**config.mk**
```make
export PLATFORM = sky130hd
export DESIGN_NAME = mem_responder
export DESIGN_NICKNAME = d
export VERILOG_FILES = /design/src/rtl/mem_resp_pkg.sv /design/src/rtl/mem_resp_array.sv /design/src/rtl/mem_responder.sv
export SDC_FILE = /design/constraint.sdc
export NUM_CORES = 1
export LEC_CHECK = 0
export CORE_MARGIN = 2
export CORE_UTILIZATION = 41
export CTS_CLUSTER_DIAMETER = 50
export DETAILED_ROUTE_END_ITERATION = 6
export PLACE_DENSITY = 0.54
export SLEW_MARGIN = 20
export SYNTH_ARGS = -nofsm -noshare
export SYNTH_HDL_FRONTEND = slang
export SYNTH_HIERARCHICAL = 1
export SYNTH_SLANG_ARGS = --single-unit
```
**constraint.sdc**
```tcl
create_clock -name clk -period 3.8 [get_ports clk]
set_clock_uncertainty 0.15 [all_clocks]
set_input_delay 0.38 -clock clk [delete_from_list [all_inputs] [get_ports clk]]
set_output_delay 0.38 -clock clk [all_outputs]
set_load 0.02 [all_outputs]
```
**src/rtl/mem_resp_pkg.sv**
```systemverilog
// Shared types and constants for the mem_responder memory-bus responder.
package mem_resp_pkg;

  localparam int DEF_ADDR_W      = 5;
  localparam int DEF_DATA_W      = 8;
  localparam int DEF_WAIT_STATES = 1;
  localparam int CNT_W           = 4;
  localparam int ACC_W           = 16;
  localparam logic [ACC_W-1:0] ACC_MAX = 16'hFFFF;

  typedef enum logic [1:0] {IDLE, WAIT, RESP} state_t;
  typedef enum logic {OP_RD, OP_WR} op_t;

  function automatic logic [ACC_W-1:0] sat_inc(input logic [ACC_W-1:0] v);
    return (v == ACC_MAX) ? v : v + 1'b1;
  endfunction

endpackage

```
**src/rtl/mem_resp_array.sv**
```systemverilog
// Storage for mem_responder: one write port, one registered read port.
// With MEM_RESP_PARITY_EN each word carries an even-parity bit.
module mem_resp_array
  import mem_resp_pkg::*;
#(
  parameter int ADDR_W = DEF_ADDR_W,
  parameter int DATA_W = DEF_DATA_W
) (
  input  logic              clk,
  input  logic              rst_n,
  input  logic              wr_en,
  input  logic [ADDR_W-1:0] wr_addr,
  input  logic [DATA_W-1:0] wr_data,
`ifdef MEM_RESP_PARITY_EN
  input  logic              wr_par,
  output logic              rd_perr,
`endif
  input  logic              rd_en,
  input  logic [ADDR_W-1:0] rd_addr,
  output logic [DATA_W-1:0] rd_data
);

  localparam int DEPTH = 2**ADDR_W;

  logic [DATA_W-1:0] mem [DEPTH];

  // NOTE: the whole array is reset, so it maps to flops rather than a RAM macro;
  // this is the price of guaranteeing all-zero contents after reset.
  always_ff @(posedge clk or negedge rst_n) begin
    if (!rst_n) begin
      for (int i = 0; i < DEPTH; i++) mem[i] <= '0;
    end else if (wr_en) begin
      mem[wr_addr] <= wr_data;
    end
  end

  // NOTE: sequential state always uses <= so every flop samples pre-edge values.
  always_ff @(posedge clk or negedge rst_n) begin
    if (!rst_n)     rd_data <= '0;
    else if (rd_en) rd_data <= mem[rd_addr];
  end

`ifdef MEM_RESP_PARITY_EN
  logic par [DEPTH];

  always_ff @(posedge clk or negedge rst_n) begin
    if (!rst_n) begin
      for (int i = 0; i < DEPTH; i++) par[i] <= 1'b0;
    end else if (wr_en) begin
      par[wr_addr] <= wr_par;
    end
  end

  // Stored bit equals XOR of the data when healthy, so any difference is an error.
  always_ff @(posedge clk or negedge rst_n) begin
    if (!rst_n)     rd_perr <= 1'b0;
    else if (rd_en) rd_perr <= (^mem[rd_addr]) ^ par[rd_addr];
  end
`endif

endmodule

```
**src/rtl/mem_responder.sv**
```systemverilog
// Responder end of the memory bus: request FSM with programmable wait states,
// sticky protocol-error flags and a saturating access counter. Optional parity: MEM_RESP_PARITY_EN.
module mem_responder
  import mem_resp_pkg::*;
#(
  parameter int ADDR_W      = DEF_ADDR_W,
  parameter int DATA_W      = DEF_DATA_W,
  parameter int WAIT_STATES = DEF_WAIT_STATES
) (
  input  logic              clk,
  input  logic              rst_n,
`ifdef MEM_RESP_PARITY_EN
  input  logic              inj_perr,
  output logic              rd_perr,
`endif
  input  logic              read,
  input  logic              write,
  input  logic [ADDR_W-1:0] addr,
  input  logic [DATA_W-1:0] data_in,
  output logic [DATA_W-1:0] data_out,
  output logic              ready,
  output logic              rd_valid,
  output logic              err_collision,
  output logic              err_overrun,
  output logic [ACC_W-1:0]  acc_count
);

  localparam logic [CNT_W-1:0] WAIT_LOAD =
    CNT_W'((WAIT_STATES > 0) ? WAIT_STATES - 1 : 0);

  state_t            state_q, state_d;
  op_t               op_q;
  logic [ADDR_W-1:0] addr_q;
  logic [DATA_W-1:0] data_q;
  logic [CNT_W-1:0]  cnt_q;
  logic              accept, collide, overrun, resp;

  // NOTE: every always_comb output gets a default first so no path infers a latch.
  always_comb begin
    state_d = state_q;
    accept  = 1'b0;
    collide = 1'b0;
    overrun = 1'b0;
    resp    = 1'b0;
    unique case (state_q)
      IDLE: begin
        if (read && write) begin
          collide = 1'b1;
        end else if (read || write) begin
          accept  = 1'b1;
          state_d = (WAIT_STATES == 0) ? RESP : WAIT;
        end
      end
      WAIT: begin
        overrun = read || write;
        if (cnt_q == '0) state_d = RESP;
      end
      RESP: begin
        overrun = read || write;
        resp    = 1'b1;
        state_d = IDLE;
      end
      default: state_d = IDLE;
    endcase
  end

  always_ff @(posedge clk or negedge rst_n) begin
    if (!rst_n) begin
      state_q       <= IDLE;
      op_q          <= OP_RD;
      addr_q        <= '0;
      data_q        <= '0;
      cnt_q         <= '0;
      ready         <= 1'b0;
      rd_valid      <= 1'b0;
      err_collision <= 1'b0;
      err_overrun   <= 1'b0;
      acc_count     <= '0;
    end else begin
      state_q  <= state_d;
      ready    <= resp;
      rd_valid <= resp && (op_q == OP_RD);
      if (collide) err_collision <= 1'b1;
      if (overrun) err_overrun   <= 1'b1;
      if (accept) begin
        op_q   <= write ? OP_WR : OP_RD;
        addr_q <= addr;
        data_q <= data_in;
        cnt_q  <= WAIT_LOAD;
      end else if (state_q == WAIT) begin
        cnt_q <= cnt_q - 1'b1;
      end
      if (resp) acc_count <= sat_inc(acc_count);
    end
  end

`ifdef MEM_RESP_PARITY_EN
  logic inj_q;
  logic arr_perr;

  always_ff @(posedge clk or negedge rst_n) begin
    if (!rst_n)      inj_q <= 1'b0;
    else if (accept) inj_q <= inj_perr;
  end

  // The array flag holds between reads; qualify it so it only pulses with rd_valid.
  assign rd_perr = rd_valid & arr_perr;
`endif

  mem_resp_array #(
    .ADDR_W (ADDR_W),
    .DATA_W (DATA_W)
  ) u_array (
    .clk     (clk),
    .rst_n   (rst_n),
    .wr_en   (resp && (op_q == OP_WR)),
    .wr_addr (addr_q),
    .wr_data (data_q),
`ifdef MEM_RESP_PARITY_EN
    .wr_par  ((^data_q) ^ inj_q),
    .rd_perr (arr_perr),
`endif
    .rd_en   (resp && (op_q == OP_RD)),
    .rd_addr (addr_q),
    .rd_data (data_out)
  );

endmodule

```
=== Word level (Yosys, flattened, before mapping) ===
Index checks and enable logic that the tools add are counted.

* Shift-type cells: 0
* Reductions and logical operators: 11
* Divide/modulo/power cells: 0
* Bitwise operators: 3
* Eq/ne operators: 6
* Muxes and demuxes: 20
* $mul: 0
* Add/subtract/negate cells: 2
* $lt $le $gt $ge: 2

{| class="wikitable"
|+ Operator list
! cell !! count
|-
| $bwmux W256 || 1
|-
| $bmux W8 S5 || 1
|-
| $demux W8 S5 || 1
|-
| $mux W8 || 3
|-
| $add A16 B1 Y16 const B || 1
|-
| $eq A16 B16 Y1 const B || 1
|-
| $mux W1 || 8
|-
| $mux W4 || 2
|-
| $ge A6 B6 Y1 const B || 1
|-
| $lt A6 B1 Y1 const B || 1
|-
| $mux W2 || 3
|-
| $ne A2 B2 Y1 const B || 3
|-
| $not A5 Y6 || 1
|-
| $logic_and A1 B1 Y1 || 4
|-
| $logic_not A4 Y1 || 1
|-
| $pmux W2 S2 || 1
|-
| $sub A4 B1 Y4 const B || 1
|-
| $reduce_and A3 Y1 || 1
|-
| $eq A2 B1 Y1 const B || 1
|-
| $eq A2 B2 Y1 const B || 1
|-
| $logic_not A2 Y1 || 1
|-
| $not A1 Y1 || 2
|-
| $reduce_and A2 Y1 || 1
|-
| $reduce_bool A2 Y1 || 1
|-
| other kinds (2) || 2
|}

* Bits in writable memories: 0
* Bits in latches: 0
* Logic and storage cells: 87
* Input port bits: 17
* ROM bits: 0
* Memories kept: 0
* Output and inout bits: 28
* Register bits after elaboration: 304

=== Depth between registers and ports, before layout ===
Gate-level depths: netlist (run 1).

* Depth in word-level cells: 6
* Gate-level depth with buffers: 8
* Gate-level depth less buffers: 7

=== By module ===
The synthesis (run 1) kept the hierarchy.

{| class="wikitable"
|+ Modules (own cells, without submodules)
! module !! area each (um^2) !! cells each !! times used !! seq. area each (um^2)
|-
| mem_resp_array || 12255.5 || 882 || 1 || 6606.3
|-
| mem_responder || 1829.3 || 150 || 1 || 1001.0
|}

=== Worst setup path before layout (run 1) ===
No wires, ideal clock.

* Path type: register to register
* From: register state_q[0]
* To: register u_array/mem[24] in the netlist's numbering
* Arrival time: 2.038 ns
* Setup slack: 1.485 ns
* Data required time: 3.522 ns
* Period minus slack after synthesis: 2.315 ns
* Stages on the path, launching flop included: 8
* Buffers on the path: 1
* Cells stage by stage: dfrtp_1 inv_1 ha_1 and2_1 or3b_1 buf_2 nor2_4 mux2_1

* Word-level cells in the longest chain between the ends: 3

{| class="wikitable"
|+ RTL lines
! item !! RTL line !! text
|-
| from (decl) || mem_responder.sv:31 || <nowiki>state_t state_q, state_d;</nowiki>
|-
| from (signal assigned) || mem_responder.sv:80 || <nowiki>state_q <= state_d;</nowiki>
|-
| $eq A2 B2 Y1 || mem_responder.sv:45 || <nowiki>unique case (state_q)</nowiki>
|-
| $mux W1 || mem_responder.sv:45 ||
|-
| net resp || mem_responder.sv:36 || <nowiki>logic accept, collide, overrun, resp;</nowiki>
|-
| $logic_and A1 B1 Y1 || mem_responder.sv:116 || <nowiki>.wr_en (resp && (op_q == OP_WR)),</nowiki>
|-
| to (signal, indexed assignment) || mem_resp_array.sv:33 || <nowiki>mem[wr_addr] <= wr_data;</nowiki>
|-
| to (decl) || mem_resp_array.sv:25 || <nowiki>logic [DATA_W-1:0] mem [DEPTH];</nowiki>
|}

The timed path passes the listed nets, and every way through them passes these cells.
A chain may end at the register's enable or synchronous reset.

=== Worst setup path in the final report (run 1) ===
* From: register state_q[0]
* To: register u_array/mem[158] in the netlist's numbering

The elaborated chain is that of the path after synthesis.

==> results of run 1 <==
path summary, 6_finish.rpt:
path | depth (start not counted) | start | endpoint
setup / recovery | 6 | state_q[0] | u_array/mem[158]
hold / removal | 2 | rst_n | u_array/mem[230]
setup reg to reg | 6 | state_q[0] | u_array/mem[158]
hold reg to reg | 1 | err_collision | err_collision
max in group asynchronous | 3 | rst_n | addr_q[0]
min in group clk | 1 | err_collision | err_collision
placed cells by master (no fill, tap or decap), types with 2 or more instances in the layout:
master / count
sky130_fd_sc_hd__dfrtp_1: 303
sky130_fd_sc_hd__clkinv_2: 6
sky130_fd_sc_hd__a22oi_1: 64
sky130_fd_sc_hd__nor2_2: 9
sky130_fd_sc_hd__clkdlybuf4s50_1: 43
sky130_fd_sc_hd__nand2b_1: 3
sky130_fd_sc_hd__a21o_1: 2
sky130_fd_sc_hd__nor4_1: 12
sky130_fd_sc_hd__clkbuf_1: 7
sky130_fd_sc_hd__or2_1: 2
sky130_fd_sc_hd__clkbuf_16: 41
sky130_fd_sc_hd__ha_1: 9
sky130_fd_sc_hd__xnor2_1: 5
sky130_fd_sc_hd__mux2i_1: 128
sky130_fd_sc_hd__xor2_1: 7
sky130_fd_sc_hd__mux2_1: 104
sky130_fd_sc_hd__nor2_4: 8
sky130_fd_sc_hd__o21a_1: 2
sky130_fd_sc_hd__clkinv_4: 3
sky130_fd_sc_hd__and2_1: 3
sky130_fd_sc_hd__nand2_1: 26
sky130_fd_sc_hd__o21ai_0: 2
sky130_fd_sc_hd__nand3b_1: 4
sky130_fd_sc_hd__nor2b_2: 2
sky130_fd_sc_hd__buf_4: 20
sky130_fd_sc_hd__nand4_1: 3
sky130_fd_sc_hd__inv_1: 9
sky130_fd_sc_hd__and3_1: 2
sky130_fd_sc_hd__nor3_1: 5
sky130_fd_sc_hd__nand3_1: 8
sky130_fd_sc_hd__buf_12: 6
sky130_fd_sc_hd__mux2_2: 176
sky130_fd_sc_hd__nor3b_2: 3
sky130_fd_sc_hd__bufinv_16: 2
sky130_fd_sc_hd__a21oi_1: 40
sky130_fd_sc_hd__clkbuf_8: 10
sky130_fd_sc_hd__nor2_1: 6
power by group through the flow:
stage	Clock, W	Combinational, W	Sequential, W
final	0.00367	0.00390	0.00470
after global routing	0.00391	0.00421	0.00482
after CTS	0.00377	0.00394	0.00470
after detailed placement	0	0.00392	0.00476
after global placement	0	0.00390	0.00475
after floorplan	0	0.00276	0.00442
area by class of cell:
class                      instances  area [µm²]  area share
sequential                       304        7610       0.465
multi-input combinational        652        6110       0.374
clock buffer                      58        1190      0.0727
timing repair buffer              71         726      0.0444
tap                              448         561      0.0343
clock inverter                    12         124     0.00757
inverter                           9        33.8     0.00207
logic make-up after synthesis:
family | Yosys count | synth area share
XOR/XNOR | 12 | 0.00746
AND/OR/NAND/NOR | 108 | 0.0481
adder cells (fa/ha/maj) | 9 | 0.00800
multiplexers | 409 | 0.316
AO/OA/AOI/OAI | 114 | 0.0539
buffers and inverters | 76 | 0.0265
flip-flops | 304 | 0.540
state kept, by name (all words and copies together), names as in the netlist:
| name | cells |
|---|---|
| u_array/mem | 256 |
| acc_count | 16 |
| data_q | 8 |
| u_array/rd_data | 8 |
| addr_q | 5 |
| cnt_q | 4 |
| state_q | 2 |
| err_collision | 1 |
| err_overrun | 1 |
| op_q | 1 |
| rd_valid | 1 |
| ready | 1 |
critical path, cell delays in order, from the launching register on:
cell and delay [ns]:
sky130_fd_sc_hd__dfrtp_1 0.39, sky130_fd_sc_hd__inv_1 0.11, sky130_fd_sc_hd__ha_1 0.32, sky130_fd_sc_hd__and2_1 0.35
sky130_fd_sc_hd__or3b_1 0.59, sky130_fd_sc_hd__nor2_4 0.36, sky130_fd_sc_hd__mux2_1 0.36
layer usage:
metal  global-route usage  part of all wire  wire [µm]  vias up
met5                    0                 0          0        -
li1                     -                 -          -     3875
met2                0.307              0.46      15500      145
met1                0.287              0.49      16500     4331
met4               0.0495             0.019        650        0
met3               0.0265             0.035       1200       44
metrics by stage:
| stage | hold slack (ns) | setup WS, ns | total power, W |
|---|---|---|---|
| global route | 0.234 | 0.878 | 0.0129 |
| finish | 0.208 | 1.03 | 0.0123 |
| floorplan | -0.0656 | 1.48 | 0.00717 |
| CTS | 0.214 | 1.02 | 0.0124 |
| global placement | 0.147 | 1.03 | 0.00865 |
| detailed placement | 0.148 | 1.02 | 0.00869 |
timing repair:
action	4_1_cts	5_1_grt
endpoints found under the hold margin	37	0
endpoints found under the setup margin	0	0
hold buffers	1	0
==> results.yml, run 1 <==
hold_path:
  worst_hold_path_type: "in -> async"
clock_network:
  tritoncts_clock_tree: "done"
  cts_setup_buffers: 0
  clk-insertion-delay-late_ns: 0.52
  ctsLongestPathBuffers: 3
  clockRootBuffer: "sky130_fd_sc_hd__clkbuf_16"
  cts_made_buffers: 38
  h-tree-depth: 2
  cts_resized: 0
  tritoncts_num_sinks: 304
  clkSlewWorstSetupHoldPaths_ns: 0.05
floorplanning:
  floorplan.die.width_um: 189
  fp.dieArea_um2: 35900
  die_height_um: 189
  floorplan.core_area_um2: 33700
  boundaryPins: 45
  starting_density_of_the_core: 0.418
  placement_rows: 67
placement:
  port_buffers: 44
  placed_cell_area_um2: 15000
  dpl.cell_count: 1483
  place.gp.congestion: 0.759
  place_hpwl_um: 21900
detailed_routing:
  wirelength_um: 33800
  drc_errors_left: 0
  routed_via_density: 5.40
  detailedRoute.firstPassIterationCount: 5
  antenna_left: 0
  avgRoutedWirePerCell_um: 21.8
  detailedRoute.firstIterationViolations: 590
  routed-via-count: 8395
synth:
  synth_seq_cells: 304
  synthTopCellsByArea: "sky130_fd_sc_hd__dfrtp_1, sky130_fd_sc_hd__mux2_2, sky130_fd_sc_hd__mux2i_1"
  yosysWarnings: 6
  async_flop_share: 1.00
  synth_most_common_cell: "sky130_fd_sc_hd__dfrtp_1"
  synth_seq_area_share: 0.540
  synth_edf_count: 0
  synth_top_area_share: 0.540
  synth_top_cell_by_area: "sky130_fd_sc_hd__dfrtp_1"
  netlist_instances: 1032
  synth_ff_type: "sky130_fd_sc_hd__dfrtp_1"
  mappedNetlistNets: 1058
  leading_post_synthesis_cells_by_instance_count: "sky130_fd_sc_hd__dfrtp_1, sky130_fd_sc_hd__mux2_2, sky130_fd_sc_hd__mux2i_1"
  netlist_area_um2: 14100
  synth.distinct_cells: 49
  syn-mean-instance-area_um2: 13.6
worst_setup_path:
  reg2reg_setup_slack_ns: 1.03
  crit_required_ns: 4.04
  criticalPathCategory: "reg -> reg"
  setup.worst_path.start_class: "flop"
  critical_path_arrival_ns: 3.01
  worst_setup_path_end_kind: "flop"
  critPathMaxFanout: 8
global_routing:
  largest_net_degree_at_the_start_of_global_routing: 101
  overflow: 0
  track_usage: 0.196
  grt_antenna_before_repair: 0
  first_pass_grt_wire_length_um: 54000
  number_of_global_route_vias_before_repair: 8815
timing:
  rsz0062_at_grt: "no"
  max-slew-margin-rel: 0.494
  layout_min_cycle_time_ns: 2.77
  final-max-slew-violation-count: 0
  fin_crit_sh: 0.728
  setup_viol: 0
  worstMarginPinSlew_ns: 0.759
  setup-tns-final_ns: 0
  hold_viol: 0
  fmaxAchievable_mhz: 362
power:
  power.switching_w: 0.00431
  power_frac_clock: 0.299
  sw_frac_of_total: 0.351
  static-leakage-power_nw: 8.01
  power.share.combinational: 0.318
  power_density_nw_per_um2: 750
  ir_drop_mv: 0.518
  seq_power_share: 0.383
  p_int_w: 0.00796
cells_and_area:
  fill_cell_count: 3058
  antenna_cells_inserted: 0
  layout.core_utilization: 0.485
  final_instance_count_excl_fillers: 1554
  layout.cell_area.non_filler_um2: 16400
  final_layout_size_suffix_gt1_frac: 0.269
  net_count_reported_at_finish: 1102
  areaGrowthSynthToFinish_pct: 16.1
outcome:
  run_status: "finished, final reports clean"
flow_run:
  maxCapViolCount: 0
(Power assumes the default switching activity.)
==> run 2, diff against run 1 <==
--- a/config.mk
+++ b/config.mk
@@ -9,7 +9,7 @@
 export CORE_UTILIZATION = 41
 export CTS_CLUSTER_DIAMETER = 50
 export DETAILED_ROUTE_END_ITERATION = 6
-export PLACE_DENSITY = 0.54
+export PLACE_DENSITY = 0.56
 export SLEW_MARGIN = 20
 export SYNTH_ARGS = -nofsm -noshare
 export SYNTH_HDL_FRONTEND = slang
==> constraint.sdc (replaced) <==
create_clock -name clk -period 2.3 [get_ports clk]
set_clock_uncertainty 0.15 [all_clocks]
set_input_delay 0.23 -clock clk [delete_from_list [all_inputs] [get_ports clk]]
set_output_delay 0.23 -clock clk [all_outputs]
set_load 0.02 [all_outputs]
==> results.yml, run 2 (synthesized netlist as in run 1, its figures left out) <==
cells_and_area:
  largest_register_ff_count: 256
  area_of_all_sequential_standard_cells_um2: 7610
  fill_cell_count: 2923
  multiInputGateArea_um2: 6270
  final_layout_size_suffix_gt1_frac: 0.351
  layout_common_cells: "sky130_fd_sc_hd__dfrtp_1, sky130_fd_sc_hd__mux2_2, sky130_fd_sc_hd__mux2i_1"
  areaGrowthSynthToFinish_pct: 23.4
  antenna_cells_inserted: 0
  net_count_reported_at_finish: 1188
  top_regs: "u_array/mem: 256 flops, acc_count: 16 flops"
  layout.cell_area.non_filler_um2: 17400
  max_flop_register: "u_array/mem"
  final_common_cell: "sky130_fd_sc_hd__dfrtp_1"
timing:
  final-max-slew-violation-count: 0
  layout_min_cycle_time_ns: 2.29
  worstMarginPinSlew_ns: 0.896
  setup_viol: 0
  hold_viol: 0
  setup-tns-final_ns: 0
  max-slew-margin-rel: 0.402
  fmaxAchievable_mhz: 436
  rsz0062_at_grt: "yes"
  fin_crit_sh: 0.996
clock_network:
  ctsLongestPathBuffers: 3
  clkSlewWorstSetupHoldPaths_ns: 0.06
  tritoncts_num_sinks: 304
  cts_made_buffers: 38
  h-tree-depth: 2
  tritoncts_clock_tree: "done"
  clk-insertion-delay-late_ns: 0.52
  clockRootBuffer: "sky130_fd_sc_hd__clkbuf_16"
global_routing:
  first_pass_grt_wire_length_um: 56000
  number_of_global_route_vias_before_repair: 9173
  overflow: 0
  track_usage: 0.204
  largest_net_degree_at_the_start_of_global_routing: 137
  grt_antenna_before_repair: 0
worst_setup_path:
  reg2reg_setup_slack_ns: 0.009
  worst_setup_path_end_kind: "flop"
  setup.worst_path.start_class: "flop"
  critical_path_arrival_ns: 2.54
  criticalPathCategory: "reg -> reg"
  crit_required_ns: 2.55
  critPathMaxFanout: 19
detailed_routing:
  drc_errors_left: 0
  antenna_left: 0
  routed_via_density: 5.42
  wirelength_um: 35800
  avgRoutedWirePerCell_um: 21.9
  routed-via-count: 8843
  detailedRoute.firstPassIterationCount: 5
  detailedRoute.firstIterationViolations: 481
floorplanning:
  placement_rows: 67
  fp.dieArea_um2: 35900
  die_height_um: 189
  boundaryPins: 45
  starting_density_of_the_core: 0.418
  floorplan.die.width_um: 189
  floorplan.core_area_um2: 33700
placement:
  port_buffers: 44
  place_hpwl_um: 23700
  placed_cell_area_um2: 15800
  place.gp.congestion: 0.818
power:
  ir_drop_mv: 0.921
  static-leakage-power_nw: 8.49
  power_density_nw_per_um2: 1250
outcome:
  run_status: "finished, final reports clean"
flow_run:
  maxCapViolCount: 0
hold_path:
  worst_hold_path_type: "in -> reg"
==> run 2: metrics by stage <==
step | cells | hold slack, ns | power, W | setup WS (ns) | utilization
global route | 1633 | 0.177 | 0.0229 | -0.00748 | 0.516
global placement | 1561 | -0.108 | 0.0154 | -0.114 | 0.470
detailed placement | 1561 | -0.110 | 0.0155 | -0.110 | 0.470
floorplan | 1032 | -0.216 | 0.0119 | 0.0368 | -
CTS | 1626 | 0.162 | 0.0217 | 0.000298 | 0.509
finish | 1633 | 0.171 | 0.0218 | 0.00875 | 0.516
==> run 2: where the power goes <==
| part | total (W) | switching, W | internal, W | leakage (nW) |
|---|---|---|---|---|
| combinational | 0.00811 | 0.00423 | 0.00388 | 3.72 |
| sequential | 0.00767 | 0.00111 | 0.00656 | 4.15 |
| clock | 0.00598 | 0.00224 | 0.00375 | 0.609 |
| total | 0.0218 | 0.00758 | 0.0142 | 8.49 |
==> run 2: worst max-delay path, cell delays in order, from the launching register on <==
cell and delay (ns):
sky130_fd_sc_hd__dfrtp_4 0.50, sky130_fd_sc_hd__buf_4 0.18, sky130_fd_sc_hd__buf_12 0.17, sky130_fd_sc_hd__buf_4 0.16, sky130_fd_sc_hd__mux2i_1 0.18, sky130_fd_sc_hd__a22oi_1 0.14
sky130_fd_sc_hd__a21oi_1 0.34, sky130_fd_sc_hd__nor4_1 0.09, sky130_fd_sc_hd__mux2_2 0.28
==> run 2: repair_timing <==
action | CTS | global route
resized for setup | 10 | 33
pin swaps | 1 | 9
hold endpoints to repair | 304 | 0
hold buffers | 2 | 0
endpoints found under the setup margin | 74 | 149
buffers inserted | 0 | 7
==> run 2: routing by layer <==
layer / part of all wire / wire length [µm] / vias up / track usage
met4: 0.019 / 678 / 0 / 0.0450
li1: - / - / 4042 / -
met2: 0.47 / 17000 / 133 / 0.331
met3: 0.031 / 1120 / 43 / 0.0258
met1: 0.47 / 17000 / 4625 / 0.293
met5: 0 / 0 / - / 0
==> run 2: worst paths after layout <==
path,to,cells past startpoint,startpoint
worst min-delay path,data_q[7],2,data_in[7]
worst max register to register,u_array/rd_data[6],8,addr_q[0]
worst max-delay path,u_array/rd_data[6],8,addr_q[0]
worst min register to register,err_collision,1,err_collision
max in group asynchronous,addr_q[0],3,rst_n
min in group asynchronous,u_array/mem[167],3,rst_n
==> run 2: cell type report <==
| class | count | area share |
|---|---|---|
| sequential | 304 | 0.438 |
| multi-input combinational | 652 | 0.361 |
| timing repair buffer | 157 | 0.0951 |
| clock buffer | 48 | 0.0598 |
| tap | 448 | 0.0322 |
| clock inverter | 15 | 0.0124 |
| inverter | 9 | 0.00194 |
==> run 3, diff against run 2 <==
--- a/config.mk
+++ b/config.mk
@@ -5,6 +5,7 @@
 export SDC_FILE = /design/constraint.sdc
 export NUM_CORES = 1
 export LEC_CHECK = 0
+export CORE_ASPECT_RATIO = 2
 export CORE_MARGIN = 2
 export CORE_UTILIZATION = 41
 export CTS_CLUSTER_DIAMETER = 50
@@ -13,5 +14,4 @@
 export SLEW_MARGIN = 20
 export SYNTH_ARGS = -nofsm -noshare
 export SYNTH_HDL_FRONTEND = slang
-export SYNTH_HIERARCHICAL = 1
 export SYNTH_SLANG_ARGS = --single-unit
==> results.yml, run 3 <==
clock_network:
  clkSlewWorstSetupHoldPaths_ns: 0.07
  tritoncts_clock_tree: "done"
  ctsLongestPathBuffers: 3
  clockRootBuffer: "sky130_fd_sc_hd__clkbuf_16"
  h-tree-depth: 1
  cts_made_buffers: 28
  clk-insertion-delay-late_ns: 0.57
  tritoncts_num_sinks: 304
synth:
  syn-mean-instance-area_um2: 14.5
  synth_seq_cells: 304
  synth_seq_area_share: 0.543
  async_flop_share: 1.00
  leading_post_synthesis_cells_by_instance_count: "sky130_fd_sc_hd__dfrtp_1, sky130_fd_sc_hd__mux2_2, sky130_fd_sc_hd__mux4_2"
  netlist_instances: 967
  synth_ff_type: "sky130_fd_sc_hd__dfrtp_1"
  mappedNetlistNets: 993
  yosysWarnings: 0
  synthTopCellsByArea: "sky130_fd_sc_hd__dfrtp_1, sky130_fd_sc_hd__mux2_2, sky130_fd_sc_hd__mux4_2"
  synth_edf_count: 0
  netlist_area_um2: 14000
  synth_top_cell_by_area: "sky130_fd_sc_hd__dfrtp_1"
  synth_top_area_share: 0.543
  synth.distinct_cells: 64
  synth_most_common_cell: "sky130_fd_sc_hd__dfrtp_1"
floorplanning:
  floorplan.die.width_um: 135
  floorplan.core_area_um2: 33600
  starting_density_of_the_core: 0.416
  placement_rows: 95
  die_height_um: 265
  fp.dieArea_um2: 35700
  boundaryPins: 45
cells_and_area:
  layout_common_cells: "sky130_fd_sc_hd__dfrtp_1, sky130_fd_sc_hd__mux2_2, sky130_fd_sc_hd__buf_4"
  multiInputGateArea_um2: 6080
  layout.core_utilization: 0.505
  antenna_cells_inserted: 0
  area_of_all_sequential_standard_cells_um2: 7610
  fill_cell_count: 2927
  largest_register_ff_count: 256
  areaGrowthSynthToFinish_pct: 21.4
  top_regs: "u_array.mem: 256 flops, acc_count: 16 flops"
  max_flop_register: "u_array.mem"
  layout.cell_area.non_filler_um2: 17000
  final_layout_size_suffix_gt1_frac: 0.482
  final_common_cell: "sky130_fd_sc_hd__dfrtp_1"
  net_count_reported_at_finish: 1151
worst_setup_path:
  critical_path_arrival_ns: 2.59
  cp_num_buf_inv: 1
  setup.worst_path.start_class: "flop"
  crit_path_max_incr_delay_ns: 0.56
  worst_r2r_path_depth: 5
  critPathMaxFanout: 20
  cp_slowest_cell: "sky130_fd_sc_hd__mux4_2"
  criticalPathCategory: "reg -> reg"
  crit_required_ns: 2.61
  rr_startpoint: "addr_q[0]"
  crit_chain: "buf_12, mux4_2, a32oi_1, o21ai_0, o22a_1"
  reg2reg_to: "u_array.rd_data[1]"
  kind_of_cell_adding_the_most_delay_to_the_critical_path: "compound AO/OA/AOI/OAI gates"
  worst_setup_path_end_kind: "flop"
  reg2reg_setup_slack_ns: 0.02
detailed_routing:
  wirelength_um: 39600
  avgRoutedWirePerCell_um: 25.0
  drc_errors_left: 0
  routed_via_density: 5.56
  antenna_left: 0
  routed-via-count: 8793
  detailedRoute.firstPassIterationCount: 5
  detailedRoute.firstIterationViolations: 415
placement:
  place.gp.congestion: 0.970
  place_hpwl_um: 28100
  port_buffers: 44
  placed_cell_area_um2: 16000
global_routing:
  overflow: 0
  largest_net_degree_at_the_start_of_global_routing: 70
  first_pass_grt_wire_length_um: 60800
  grt_antenna_before_repair: 0
  track_usage: 0.228
  number_of_global_route_vias_before_repair: 9532
flow_run:
  maxCapViolCount: 0
timing:
  final-max-slew-violation-count: 0
  fin_crit_sh: 0.989
  rsz0062_at_grt: "yes"
  worstMarginPinSlew_ns: 0.701
  fmaxAchievable_mhz: 439
  max-slew-margin-rel: 0.529
  layout_min_cycle_time_ns: 2.28
  setup_viol: 0
  hold_viol: 0
power:
  static-leakage-power_nw: 8.12
  ir_drop_mv: 0.674
  power_density_nw_per_um2: 1130
outcome:
  run_status: "finished, final reports clean"
hold_path:
  worst_hold_path_type: "in -> async"
-- run 3: how the worst max path moves through the flow --
stage                from                  to  cells after the start
3_5_place_dp    addr_q[0]  u_array.rd_data[2]                      9
5_1_grt        state_q[0]     u_array.mem[54]                      9
4_1_cts         addr_q[0]  u_array.rd_data[2]                      9
6_report        addr_q[0]  u_array.rd_data[1]                      5
3_3_place_gp    addr_q[0]  u_array.rd_data[2]                      9
2_1_floorplan  state_q[0]    u_array.mem[152]                      8
-- run 3: layer usage --
metal / share of wire / vias up / GRT usage
met1: 0.38 / 4634 / 0.265
met5: 0 / - / 0
met2: 0.55 / 211 / 0.424
li1: - / 3874 / -
met4: 0.043 / 0 / 0.0873
met3: 0.033 / 74 / 0.0238
-- run 3: cell families (layout without fill, tap and decap cells) --
kind of cell               Yosys count  count (layout)  share of synthesized area
DFF                                304             304                      0.543
buffers and inverters               68             246                     0.0258
AOI/OAI and AO/OA                   74              74                     0.0370
muxes                              355             355                      0.317
xor gates and xnor gates            15              15                    0.00938
and+or+nand+nor                    142             142                     0.0593
adders and majority gates            9               9                    0.00804
-- run 3: area by class of cell --
| type | count | share of cell area |
|---|---|---|
| inverter | 9 | 0.00199 |
| timing repair buffer | 187 | 0.104 |
| multi-input combinational | 595 | 0.358 |
| clock buffer | 36 | 0.0472 |
| clock inverter | 14 | 0.00942 |
| tap | 436 | 0.0321 |
| sequential | 304 | 0.448 |
-- run 3: through the flow --
stage	TNS, ns	power, W	hold slack, ns	cells	worst slack [ns]
global route	-0.0253	0.0201	0.122	1581	-0.0118
finish	0	0.0192	0.0753	1581	0.0244
detailed placement	-0.0576	0.0143	0.0944	1527	-0.0576
global placement	-0.0238	0.0142	0.0983	1527	-0.0238
floorplan	0	0.0113	-0.216	967	0.0505
CTS	0	0.0193	0.0973	1578	0.00401
-- run 3: power breakdown --
part	switching, W	internal (W)
Clock	0.00212	0.00280
Combinational	0.00372	0.00318
Sequential	0.000853	0.00656
-- run 3: timing repair --
action                                 in CTS  in global routing
resized for setup                           1                 11
hold buffers                                1                  0
buffers inserted                            0                  3
endpoints found under the hold margin     180                  0
setup endpoints to repair                   1                 16
pin swaps                                   0                  0
